<file path="src/rtl/uart_pkg.sv">
// Shared definitions for the FIFO-fed UART transmitter: state encoding,
// frame geometry and the baud divisor derivation.
package uart_pkg;

  typedef enum logic [1:0] {
    IDLE = 2'd0,
    POP  = 2'd1,
    LOAD = 2'd2,
    SEND = 2'd3
  } state_t;

  localparam int FRAME_BITS  = 10;
  localparam int WORD_FRAMES = 2;
  localparam int WORD_BITS   = FRAME_BITS * WORD_FRAMES;

  function automatic int calc_clks_per_bit(input int clk_freq, input int baud_rate);
    return clk_freq / baud_rate;
  endfunction

endpackage

</file>
<file path="src/rtl/baud_counter.sv">
// Bit-period timer: counts 0..CLKS_PER_BIT-1 and pulses tick on the last count.
// Holding clear parks the count at zero so the first bit starts a full period.
module baud_counter #(
  parameter int CLKS_PER_BIT = 10
) (
  input  logic clock,
  input  logic rst,
  input  logic clear,
  output logic tick
);

  localparam int CNT_W = $clog2(CLKS_PER_BIT);
  localparam logic [CNT_W-1:0] LAST = CNT_W'(CLKS_PER_BIT - 1);

  logic [CNT_W-1:0] count;

  always_ff @(posedge clock or posedge rst) begin
    if (rst) begin
      count <= '0;
    end else if (clear || tick) begin
      count <= '0;
    end else begin
      count <= count + 1'b1;
    end
  end

  assign tick = !clear && (count == LAST);

endmodule

</file>
<file path="src/rtl/fifo_uart_tx.sv">
// Pops 16-bit words from a non-show-ahead FIFO and sends each as two 8N1
// bytes, high byte first, on a registered serial line.
//
// state | meaning
// IDLE  | line high, waiting for enable with a non-empty FIFO
// POP   | one-cycle FIFO read request
// LOAD  | FIFO q valid; frame register captured at the closing edge
// SEND  | shifting the 20-bit two-byte frame out LSB first
module fifo_uart_tx
  import uart_pkg::*;
#(
  parameter int CLK_FREQ  = 500,
  parameter int BAUD_RATE = 50
) (
  input  logic        clock,
  input  logic        rst,
  input  logic        enable,
  input  logic [15:0] fifo_data_in,
  input  logic        fifo_empty,
  output logic        fifo_rdreq,
  output logic        tx,
  output logic        busy
);

  localparam int CLKS_PER_BIT = calc_clks_per_bit(CLK_FREQ, BAUD_RATE);

  state_t                 state, state_next;
  logic [WORD_BITS-1:0]   frame, frame_next;
  logic [4:0]             bit_idx, bit_idx_next;
  logic                   tx_next;
  logic                   tick;
  logic                   last_bit;

  baud_counter #(.CLKS_PER_BIT(CLKS_PER_BIT)) u_baud (
    .clock (clock),
    .rst   (rst),
    .clear (state != SEND),
    .tick  (tick)
  );

  assign last_bit = (bit_idx == 5'(WORD_BITS - 1));

  always_ff @(posedge clock or posedge rst) begin
    if (rst) begin
      state   <= IDLE;
      frame   <= '1;
      bit_idx <= '0;
      tx      <= 1'b1;
    end else begin
      state   <= state_next;
      frame   <= frame_next;
      bit_idx <= bit_idx_next;
      tx      <= tx_next;
    end
  end

  always_comb begin
    state_next   = state;
    frame_next   = frame;
    bit_idx_next = bit_idx;
    case (state)
      IDLE: if (enable && !fifo_empty) state_next = POP;
      POP:  state_next = LOAD;
      LOAD: begin
        // Two frames back to back; the low half goes out first, so it holds hi.
        frame_next   = {1'b1, fifo_data_in[7:0], 1'b0, 1'b1, fifo_data_in[15:8], 1'b0};
        bit_idx_next = '0;
        state_next   = SEND;
      end
      SEND: begin
        if (tick) begin
          frame_next   = {1'b1, frame[WORD_BITS-1:1]};
          bit_idx_next = bit_idx + 5'd1;
          if (last_bit) state_next = IDLE;
        end
      end
      default: state_next = IDLE;
    endcase
    // Registering the next line value keeps tx glitch-free and input-isolated.
    tx_next = (state_next == SEND) ? frame_next[0] : 1'b1;
  end

  always_comb begin
    fifo_rdreq = (state == POP);
    busy       = (state != IDLE);
  end

endmodule
</file>
<file path="config.mk">
export PLATFORM = sky130hd
export DESIGN_NAME = fifo_uart_tx
export DESIGN_NICKNAME = d
export VERILOG_FILES = /design/src/rtl/uart_pkg.sv /design/src/rtl/baud_counter.sv /design/src/rtl/fifo_uart_tx.sv
export SDC_FILE = /design/constraint.sdc
export NUM_CORES = 1
export LEC_CHECK = 0
export ABC_AREA = 1
export CORE_MARGIN = 2
export CORE_UTILIZATION = 29
export CTS_BUF_LIST = sky130_fd_sc_hd__clkbuf_8
export CTS_CLUSTER_DIAMETER = 150
export DETAILED_ROUTE_END_ITERATION = 10
export HOLD_SLACK_MARGIN = 0.02
export SYNTH_ARGS = -nofsm -noshare
export SYNTH_HDL_FRONTEND = slang
export SYNTH_SLANG_ARGS = --single-unit
</file>
<file path="constraint.sdc">
create_clock -name clock -period 2.32 [get_ports clock]
set_input_delay 0.696 -clock clock [delete_from_list [all_inputs] [get_ports clock]]
set_output_delay 0.696 -clock clock [all_outputs]
set_load 0.01 [all_outputs]
</file>
==> impl_summary.md, run 1 <==
STA
In this run the tightest slew margin relative to its limit is a little over two thirds. The sum of negative setup slack is 0 ns. The number of slew-limit violations in the final report is 0. The final period utilization is around 93%.

The hold violation count in the final report is 0. The clock arrives with ~0.0050 ns of skew. The transition time at the pin with the least slew margin is roughly 0.44 ns. Setup violations remaining at the end of the flow were counted as 0.

Setup repair after global routing left no endpoint under its margin. For this run, the top clock speed supported by timing is between 400 and 500 MHz. The final critical delay including setup and external delays is about 2.1 ns. The worst path setup slack after routing is 0.1735 ns.

Detailed routing
The met2 wirelength from detailed routing is ~1300 um. For this block, the via count after detailed routing is around 1200. Detailed routing placed a total of 93 um of wire on met3. The first detailed-routing pass took 4 iterations.

The routed metal-1 wire length is between 1000 and 1500 um. The uppermost signal routing layer after detailed routing is met4. The count of nets left with antenna violations once routing finished came out at 0. The final wirelength is approximately 2700 um. Dividing the detail-routed wire length by the instance count gives between 9 and 10 um. The violation count after the first detailed-routing iteration is between 40 and 50. In the routed design, unresolved DRC markers number 0.

The via density per instance is around 4.4.

Die
From bottom edge to top edge, the die measures between 70 and 80 um. The initialized floorplan defines 26 standard-cell rows. The starting density of the core is between 20% and 30%. The core area is 5042 um2. From left edge to right edge, the die measures about 76 um. The I/O pin total is 23. The die covers 5724 um2.

Layout
The area growth from synthesis to layout is 24.45%. The final standard cell utilization of the core is a little under two fifths. Of the cells placed in the final design, the portion with a size suffix greater than 1 is ~18%. For this run, the post-layout net count is 223. In the layout the commonest cells are nand2_1 (65), nand3_1 (26), clkdlybuf4s50_1 (22).

The count of inserted antenna diode cells is 0. Leaving out fill and tap cells, the most frequent cell in the layout is nand2_1. After filler insertion, the fill cell instance count of the layout stands at between 500 and 600.

Place
Input and output buffers added on the ports amount to 22. The global placer's final weighted congestion is 0.6786. The half-perimeter wire length of the detailed placement result is between 1500 and 2000 um. Timing analysis after detailed placement gives a worst setup slack of approximately 0.47 ns.

Worst setup path
The critical setup path kind is flop to primary output. For the worst setup path, the data arrival time is between 1 and 1.5 ns. The sort of element at the end of the critical path is a primary output.

Of all nets on the critical path, the largest fanout is 7. For the worst setup path, the data required time is 1.62 ns. The critical path startpoint category is a flop.

Power and ir drop
VDD sags by at most between 0.3 and 0.4 mV. Power comes to between 1 and 1.5 mW. The relative contribution of combinational cells to total power is under 10%.

The cell-internal power is approximately 0.83 mW. The power per unit of standard cell area is 572.2 nW/um2. The leakage power summed over all cells is 0.8466 nW.

Net switching is between 20% and 30% of the power. The share of total power in sequential cells is between 50% and 60%. Of the total power, the clock network draws approximately two fifths. The net load switching power is 0.2351 mW.

GRT
The global-route wire length before repair is a little under 5000 um. Summed over all layers, the global routing overflow is 0. The number of global-route vias before repair is about 1100.

Across every metal layer, demand over resource in global routing totals approximately 11%. The largest net degree at the start of global routing is 33. The initial antenna violation count was 0.

Job
The max capacitance violation total is 0.

Logic synthesis
The netlist uses 21 different library cells. The post-synthesis net count is slightly below 200. The number of cells produced by synthesis is between 150 and 200. The prevailing post-synth register cell is dfstp_2.

The cell area that synthesis handed to floorplanning was 1489 um2. The average cell area after synthesis is between 8 and 9 um2. The register bit count reported by yosys is 32.

Summed over its instances, the top area cell type makes up between 30% and 40% of the synthesized netlist area. Sorting the synthesized cells by area gives the leading types as dfstp_2 (37%), dfrtp_1 (18%), nand2_1 (16%). Yosys mapped a number of flops with a built-in enable equal to 0. Of all flip-flops after synthesis, the portion carrying an async set or reset was 100.0%. Summing the sequential cell areas from Yosys gives a little under three fifths of the chip area. The cell type with the highest aggregate area in the netlist is dfstp_2. For this run, the number of Yosys warnings is 0.

Clocking
The root buffer cell chosen for the clock tree is clkbuf_8. The total CTS buffers is 5. The number of H-tree levels is 2. The insertion delay of the later-clocked pin in the worst-skew pair is between 0.2 and 0.3 ns.

CTS saw 32 sinks. The count of buffers added by post-CTS timing repair for setup is 0. In this run the deepest clock path goes through 2 buffers. TritonCTS built the clock tree. Clock-pin slew was measured on the worst setup and hold paths at ~0.070 ns. The number of buffers added to fix hold violations after cts is 0.

In this run, post-CTS repair resized a total of 0 instances.

Status
The run finished with clean final reports.

Min path
The type of the most critical hold path is flop to flop.
[per-stage QoR]
stage / instances / area (um2) / hold WS (ns)
finish: 271 / 1853 / 0.4840
global route: 271 / 1853 / 0.5029
CTS: 271 / 1853 / 0.4875
detailed placement: 263 / 1765 / 0.4763
global placement: 263 / 1765 / 0.4718
floorplan: 175 / 1489 / 0.4578
[worst paths after layout]
check	from	endpoint	slack [ns]	cells after the start
worst max-delay path	state[1]	busy	0.17	3
worst min-delay path	frame[4]	frame[4]	0.48	2
worst max register to register	u_baud.count[1]	bit_idx[4]	0.85	7
worst min register to register	frame[4]	frame[4]	0.48	2
max in group asynchronous	rst	frame[19]	1.20	3
min in group asynchronous	rst	u_baud.count[2]	0.79	3
[cell type report]
type,instances,area [um2],area share [%]
inverters,13,48.80,2.633
multi-input cells,124,566.8,30.59
clock inverters,3,18.77,1.013
clock buffers,5,68.82,3.714
well taps,70,87.58,4.727
repair buffers,24,235.2,12.69
flip-flops and latches,32,827.0,44.63
[kinds of logic (layout without fill, tap and decap cells)]
| group | count (synthesis) | in the layout | share of synthesized area [%] |
|---|---|---|---|
| compound gates | 6 | 6 | 2.185 |
| xor+xnor | 3 | 3 | 1.765 |
| buf+inv | 19 | 45 | 6.385 |
| simple gates | 112 | 112 | 31.60 |
| flops | 32 | 32 | 55.55 |
| fa+ha+maj | 3 | 3 | 2.521 |
[worst max-delay path, cell delays in order (launching register included)]
cell and delay (ns):
dfrtp_1 0.45, nor2_1 0.17, inv_1 0.07, clkdlybuf4s50_1 0.47
[per-layer routing]
metal / vias up / track usage (%)
li1: 598 / -
met1: 557 / 14.01
met2: 17 / 17.39
met3: 8 / 2.910
met4: 0 / 7.018
met5: - / 0
[state kept, by name, summed over array words and instances, names as in the netlist]
signal and flops:
bit_idx 5, frame 20, tx 1, state 2, u_baud.count 4
[power by group through the flow]
| stage | sequential [mW] | combinational, mW | clock, mW |
|---|---|---|---|
| global route | 0.588 | 0.0651 | 0.461 |
| CTS | 0.587 | 0.0594 | 0.432 |
| global placement | 0.595 | 0.0582 | 0 |
| floorplan | 0.595 | 0.0186 | 0 |
| finish | 0.587 | 0.0574 | 0.416 |
| detailed placement | 0.595 | 0.0591 | 0 |
[cells in the mapped netlist (2+ instances only)]
| cell | instances |
|---|---|
| o21ai_1 | 2 |
| ha_1 | 3 |
| nand4_1 | 3 |
| xor2_1 | 2 |
| dfstp_2 | 21 |
| buf_6 | 2 |
| nand2_1 | 65 |
| buf_4 | 2 |
| dfrtp_1 | 11 |
| o21ai_0 | 2 |
| nor2_1 | 14 |
| nand2_2 | 3 |
| nand3_1 | 26 |
| inv_1 | 12 |
(Power assumes the default switching activity.)
==> inputs of run 2 (changes only) <==
Settings changed: ABC_AREA 1 to 0, SLEW_MARGIN set to 20, TNS_END_PERCENT set to 10.
==> run 2 against run 1 <==
Total power is 1.0% lower. Critical path type unchanged. Final cell count is 15% lower. Hold slack got worse by 0.00092 ns. Clock skew up 0.0047 ns. Maximum frequency increased by 2.9%. Count of clock-buffer cells in the layout stayed put. Largest cell class unchanged. Flip-flop and latch count is the same. Combinational power grew 9.1%.
==> impl_summary.md, run 2 <==
Power and ir drop
The power per unit of standard cell area is 551.2 nW/um2 (-3.7%). The worst IR drop on VDD came to 0.1889 mV (-41%). The total design power is 1.050 mW (-1.0%). The leakage power summed over all cells is 0.8328 nW (-1.6%).

GRT
The residual overflow from global routing is 0 (unchanged). The initial antenna violation count is 0 (unchanged). The largest net degree at the start of global routing is 33 (unchanged). The number of global-route vias before repair is 1165 (+3.0%). The overall fraction of global-route tracks in use is 11.46% (+0.22 points). The global-route wire length before repair came to 5478 um (+14%).

Layout
The layout cell share with drive strength beyond 1 came to 19.50% (+1.6 points). frame holds more flip-flops than any other register. In the layout the commonest cells are clkdlybuf4s50_1 (22), dfstp_2 (21), and3_1 (16), a221o_1 (16), dfrtp_1 (11). The flip-flop count of the largest register after layout is 20 (unchanged). The filler cell count in the final layout came to 546 (+3.8%). The signed area change from the synthesized netlist to the final layout is 19.84%. In the final layout, the registers with the most flip-flops are frame x20, bit_idx x5, u_baud.count x4.

The number of nets in the layout is 181 (-19%). The library cell used most frequently in the layout, excluding fill and tap cells, is clkdlybuf4s50_1. The count of inserted antenna diode cells is 0 (unchanged).

The total area of multi-input combinational cells came to 650.6 um2 (+15%). The register cell area after layout came to 827.0 um2 (unchanged).

Worst setup path
The buffer and inverter count on the worst path came to 1 (-1). The endpoint arrival time on the critical path is 1.39 ns (-0.06 ns). The logic depth of the worst register-to-register path is 5 (-2). The sort of element at the end of the critical path is a primary output. The critical path depth is 2 (-1). STA classifies the critical path startpoint as a flop. The maximum net fanout on the critical path is 3 (-4). The data required time at the worst endpoint was 1.62 ns (about the same). The critical setup path kind is flop to primary output. The worst stage delay on the critical path was 0.48 ns (about the same). The category of cells accounting for the largest share of critical-path delay is buffers and inverters. On the critical path, the stage with the largest delay is an instance of clkdlybuf4s50_1. Traced cell by cell, the critical path runs through or2_1 -> clkdlybuf4s50_1.

STA
The final setup violation count is 0 (unchanged). The transition time at the pin with the least slew margin is 0.6208 ns (+0.1825 ns). The number of slew-limit violations in the final report is 0 (unchanged). The hold violation count in the final report came to 0 (unchanged). The final critical delay including setup and external delays is 2.087 ns (-0.05971 ns). The max-slew headroom at the worst pin was 58.61% (-12 points). The final period utilization is 89.95% (-2.6 points). The maximum clock skew at final layout is 0.009671 ns (+0.004652 ns). The maximum frequency from static timing analysis is 479.2 MHz (+2.9%). Setup repair after global routing left no endpoint under its margin.

The sum of negative setup slack is 0 ns (unchanged).

Min path
The number of cells on the worst hold path is 2 (unchanged). The type of the most critical hold path is flop to flop.

Clocking
The number of clock sinks seen by CTS is 32 (unchanged). The worst-case clock buffer depth is 2 (unchanged). The number of resized instances in the post-cts repair step was 0 (unchanged). The clock transition at the registers of the reported paths was 0.07 ns (about the same). The count of buffers added by post-CTS timing repair for setup is 0 (unchanged). The number of buffers added to fix hold violations after cts is 0 (unchanged). The total CTS buffers is 5 (unchanged). The clock tree root driver cell is clkbuf_8. The number of H-tree levels came to 2 (unchanged). The insertion delay of the later-clocked pin in the worst-skew pair is 0.28 ns (about the same). TritonCTS built the clock tree.

Logic synthesis
The post-synthesis net count came to 159 (-20%). The register bit count reported by yosys is 32 (unchanged). The post-synthesis instance area is 1589 um2 (+6.7%). The number of synthesized flops with an enable pin came to 0 (unchanged).

The prevailing post-synth register cell is dfstp_2. The largest total area in the synthesized netlist belongs to dfstp_2. After synthesis, the most frequently instantiated cells are dfstp_2 (21), a221o_1 (16), and3_1 (16), dfrtp_1 (11), nand2_1 (8). The number of different library cells in the post-synthesis netlist is 39 (+86%).

The average cell area after synthesis is 11.68 um2 (+37%). The top cell type's share of synthesized area is 34.72% (-2.3 points). dfstp_2 is the most common cell in the netlist. The number of cells produced by synthesis came to 136 (-22%).

The count of warnings emitted by yosys was 0 (unchanged). The portion of the post-synthesis area used by sequential elements is 52.05% (-3.5 points). The share of synthesized flip-flops with an asynchronous set or reset is 100.0% (unchanged).

By area the synthesized netlist is led by dfstp_2 (35%), dfrtp_1 (17%), a221o_1 (10%).

Die
The core area came to 5205 um2 (+3.2%). The die span in x is 78.02 um (+3.1%). The vertical extent of the die came to 78.02 um (+3.1%). The I/O pin total is 23 (unchanged). The row count is 26 (unchanged). The starting density of the core is 30.53% (+1.0 points). The die outline area was 6087 um2 (+6.3%).

Detailed routing
The via density per instance is 5.210 (+20%). The remaining number of nets flagged by the antenna check after routing was 0 (unchanged). The vias after detailed routing is 1193 (+1.1%).

The post-route DRC violation count is 0 (unchanged). The final routed wire length divided by cell count is 14.24 um (+43%). The final wirelength came to 3260 um (+21%). The length of the first detailed-routing pass in iterations is 4 (unchanged). The violation count after the first detailed-routing iteration came to 79 (+68%).

Status
The run finished with clean final reports.

Job
The max capacitance violation total is 0 (unchanged).

Place
The port buffer count was 22 (unchanged). The half-perimeter wire length of the detailed placement result is 2225 um (+19%). The global placer's final weighted congestion is 0.7339 (+8.1%).
[run 2: cells by family after synthesis]
kind of cell	Yosys count	synth area share, %
xor+xnor	2	1.103
buf+inv	14	7.007
flops	32	52.05
simple gates	51	18.74
compound gates	33	18.11
fa+ha+maj	3	2.362
mux	1	0.6299
[run 2: routing by layer]
metal	up-vias	wire (um)	track usage [%]	share of wire, %
li1	559	-	-	-
met1	602	1537	14.29	47
met2	27	1535	18.28	47
met3	5	141	4.138	4.3
met4	0	45	4.211	1.4
met5	-	0	0	0
[run 2: report_power, final]
group	switching (mW)	leakage, nW	internal (mW)
Clock	0.198	0.0505	0.201
Sequential	0.00703	0.345	0.581
Combinational	0.0216	0.437	0.0410
Total	0.226	0.833	0.823
[run 2: worst register-to-register path, delay by kind of cell (launching register included)]
family / cells / cell delay [ns]
adders and majority gates: 1 / 0.18
AOI/OAI and AO/OA: 2 / 0.58
buffers and inverters: 1 / 0.06
and+or+nand+nor: 1 / 0.55
DFF: 1 / 0.40
[run 2: area by class of cell]
| type | instances | area share, % |
|---|---|---|
| inverter | 4 | 0.7884 |
| timing repair buffer | 25 | 12.75 |
| tap | 70 | 4.599 |
| sequential | 32 | 43.43 |
| clock buffer | 5 | 3.614 |
| multi-input combinational | 90 | 34.17 |
| clock inverter | 3 | 0.6570 |
[run 2: stage by stage]
| step | std cells | cell area, um2 | util, % | setup WS [ns] | hold WS, ns |
|---|---|---|---|---|---|
| 5_1_grt | 229 | 1904 | 36.59 | 0.1887 | 0.4832 |
| 3_3_place_gp | 221 | 1823 | 35.02 | 0.5447 | 0.4729 |
| 6_report | 229 | 1904 | 36.59 | 0.2332 | 0.4830 |
| 3_5_place_dp | 221 | 1823 | 35.02 | 0.4813 | 0.4777 |
| 2_1_floorplan | 136 | 1589 | - | 0.7165 | 0.4438 |
| 4_1_cts | 229 | 1904 | 36.59 | 0.2123 | 0.4806 |
[run 2: worst paths after layout]
kind / startpoint / endpoint / slack, ns
worst max-delay path: state[1] / busy / 0.23
min in group asynchronous: rst / u_baud.count[1] / 0.80
worst max register to register: u_baud.count[1] / frame[1] / 0.47
max in group asynchronous: rst / tx / 1.19
worst min register to register: frame[11] / frame[10] / 0.48
worst min-delay path: frame[11] / frame[10] / 0.48
==> inputs of run 3 (changes only) <==
Settings changed: ABC_AREA 0 to 1, CORE_UTILIZATION 29 to 35.
==> run 3 against run 2 <==
Clock skew decreased by 0.0033 ns. Die area fell by 21%. Largest cell class unchanged. Highest routed layer unchanged. Count of clock-buffer cells in the layout stayed put. Global-route usage increased by 1.6 points. Sequential share of layout area is 1.2 points higher. Sequential power about the same. Wire length fell by 16%. Critical path type unchanged. Total power increased by 12%. Via count decreased by 4.4%. First-iteration DRC count down 42%. Combinational power fell by 8.9%. Setup slack worse by 0.051 ns.
==> impl_summary.md, run 3 (synthesized netlist as in run 1, its figures left out) <==
Power and ir drop
The leakage power summed over all cells is 0.8528 nW (+2.4%). The switching share of power is 20.37% (-1.2 points). The share of total power in sequential cells is 50.0% (-6.0 points). The relative contribution of combinational cells to total power is 4.9% (-1.1 points). The worst IR drop on VDD came to 0.3074 mV (+63%). The part of the total power dissipated in the clock network is 45.1% (+7.1 points). The power per unit of standard cell area came to 633.4 nW/um2 (+15%). The cell-internal power is 0.9340 mW (+13%). The net load switching power is 0.2389 mW (+5.6%).

Worst setup path
The sort of element at the end of the critical path is a primary output. The endpoint arrival time on the critical path is 1.44 ns (+0.05 ns). The setup path with the least slack is of type flop to primary output. The maximum net fanout on the critical path is 7 (+4). The data required time at the worst endpoint came to 1.62 ns (about the same). The critical path startpoint category is a flop.

STA
The maximum frequency from static timing analysis is 467.7 MHz (-2.4%). The worst path setup slack after routing is 0.1821 ns (-0.05108 ns). The final critical delay including setup and external delays is 2.138 ns (+0.05108 ns). Setup repair after global routing left no endpoint under its margin. The number of slew-limit violations in the final report was 0 (unchanged). The hold violation count in the final report was 0 (unchanged). The transition time at the pin with the least slew margin was 0.4468 ns (-0.1741 ns). The final period utilization is 92.15% (+2.2 points). The maximum clock skew at final layout is 0.006368 ns (-0.003303 ns). The max-slew headroom at the worst pin is 70.18% (+12 points). The final setup violation count was 0 (unchanged).

The sum of negative setup slack is 0 ns (unchanged).

Detailed routing
The routed length on met3 was 106 um (-25%). The met2 wirelength from detailed routing is 1243 um (-19%). The violation count after the first detailed-routing iteration is 46 (-42%). The final routed wire length divided by cell count is 10.85 um (-24%). The via density per instance is 4.546 (-13%). The remaining number of nets flagged by the antenna check after routing is 0 (unchanged). The post-route DRC violation count is 0 (unchanged).

The vias after detailed routing came to 1141 (-4.4%). The final wirelength was 2723 um (-16%). The highest layer touched by signal routing is met4. The length of the first detailed-routing pass in iterations is 4 (unchanged). The routed metal-1 wire length is 1328 um (-14%).

Clocking
The count of buffers added by post-CTS timing repair for setup came to 0 (unchanged). The number of H-tree levels is 2 (unchanged). TritonCTS built the clock tree. The cell sitting at the root of the clock tree is a clkbuf_8. The number of clock sinks seen by CTS was 32 (unchanged). The number of resized instances in the post-cts repair step was 0 (unchanged). The clock transition at the registers of the reported paths came to 0.07 ns (about the same). The insertion delay of the later-clocked pin in the worst-skew pair is 0.28 ns (about the same). The worst-case clock buffer depth is 2 (unchanged). The total CTS buffers is 5 (unchanged).

The number of buffers added to fix hold violations after cts is 0 (unchanged).

Die
The core area is 4058 um2 (-22%). The I/O pin total is 23 (unchanged). The starting density of the core came to 36.69% (+6.2 points). The vertical extent of the die came to 69.23 um (-11%). The die span in x came to 69.23 um (-11%). The row count came to 23 (-12%). The die outline area is 4792 um2 (-21%).

Layout
The layout cell share with drive strength beyond 1 came to 17.91% (-1.6 points). The number of nets in the layout came to 223 (+23%). The count of inserted antenna diode cells is 0 (unchanged). The flip-flop count of the largest register after layout is 20 (unchanged).

More flip-flops sit in one register than any other, and that register is frame. Relative to the synthesized area, the layout overhead comes to 24.37%. The final design area excluding fillers is 1852 um2 (-2.8%).

The most common cell after layout, fill and taps aside is nand2_1. The top cell types in the final layout, fill and taps aside, are nand2_1 (65), nand3_1 (26), clkdlybuf4s50_1 (22). The largest registers in the layout are frame x20, bit_idx x5, u_baud.count x4.

Place
The global placer's final weighted congestion is 0.6873 (-6.3%). The total cell area at the placement stage is 1740 um2 (-4.5%). The setup slack after placement is 0.4813 ns (-0.00003200 ns). The port buffer count is 22 (unchanged). The half-perimeter wire length of the detailed placement result is 1826 um (-18%).

GRT
The overall fraction of global-route tracks in use is 13.11% (+1.6 points). The global-route wire length before repair is 5071 um (-7.4%). The residual overflow from global routing is 0 (unchanged). The number of global-route vias before repair is 1158 (-0.60%).

The initial antenna violation count is 0 (unchanged). The largest net degree at the start of global routing is 33 (unchanged).

Min path
The type of the most critical hold path is flop to flop.

Job
The max capacitance violation total was 0 (unchanged).

Status
The flow ran to the end, and the final reports show no timing, DRC or antenna violations.
run 3: cell count changes in the layout (fill, tap and decap cells not counted), moves of 3 or more:
cell     before  now
inv_1         5   12
and3_1       16    0
nand2_2       0    3
nor2_1        5   14
a221o_1      16    0
nand2_1       8   65
nand3_1       4   26
run 3: layout make-up:
type                       count  area (um2)
timing repair buffer          24       235.2
clock inverter                 3       42.54
sequential                    32       827.0
clock buffer                   5       68.82
multi-input combinational    124       566.8
inverter                      13       48.80
tap                           50       62.56
fill                         427        2206
run 3: worst max-delay path, cell delays in order, from the launching register on:
cell	delay [ns]
dfrtp_1	0.46
nor2_1	0.09
inv_1	0.08
clkdlybuf4s50_1	0.53
run 3: path summary, 6_finish.rpt:
kind                       slack (ns)  cells after the start         end       startpoint
max                              0.18                      3        busy         state[1]
min                              0.48                      2    frame[1]         frame[1]
max reg2reg                      0.84                      5  bit_idx[3]  u_baud.count[0]
min reg2reg                      0.48                      2    frame[1]         frame[1]
max in group asynchronous        1.21                      3   frame[19]              rst
min in group asynchronous        0.79                      3  bit_idx[2]              rst
run 3: power by group through the flow:
stage          combinational (mW)  sequential (mW)  clock, mW
2_1_floorplan              0.0186            0.595          0
3_3_place_gp               0.0581            0.595          0
3_5_place_dp               0.0583            0.595          0
4_1_cts                    0.0586            0.586      0.546
5_1_grt                    0.0663            0.589      0.564
6_report                   0.0570            0.586      0.530
run 3: metrics by stage:
stage          util, %  total power [mW]  hold slack, ns  std cells
2_1_floorplan        -            0.6131          0.4578        175
3_3_place_gp     42.89            0.6534          0.4715        243
3_5_place_dp     42.89            0.6537          0.4749        243
4_1_cts          45.64             1.191          0.4856        251
5_1_grt          45.64             1.219          0.5065        251
6_report         45.64             1.173          0.4824        251
run 3: per-layer routing:
metal  vias to the layer above  track usage [%]
met1                       516            16.64
met2                        20            20.94
met4                         0            5.229
met3                         4            3.924
met5                         -                0
li1                        601                -
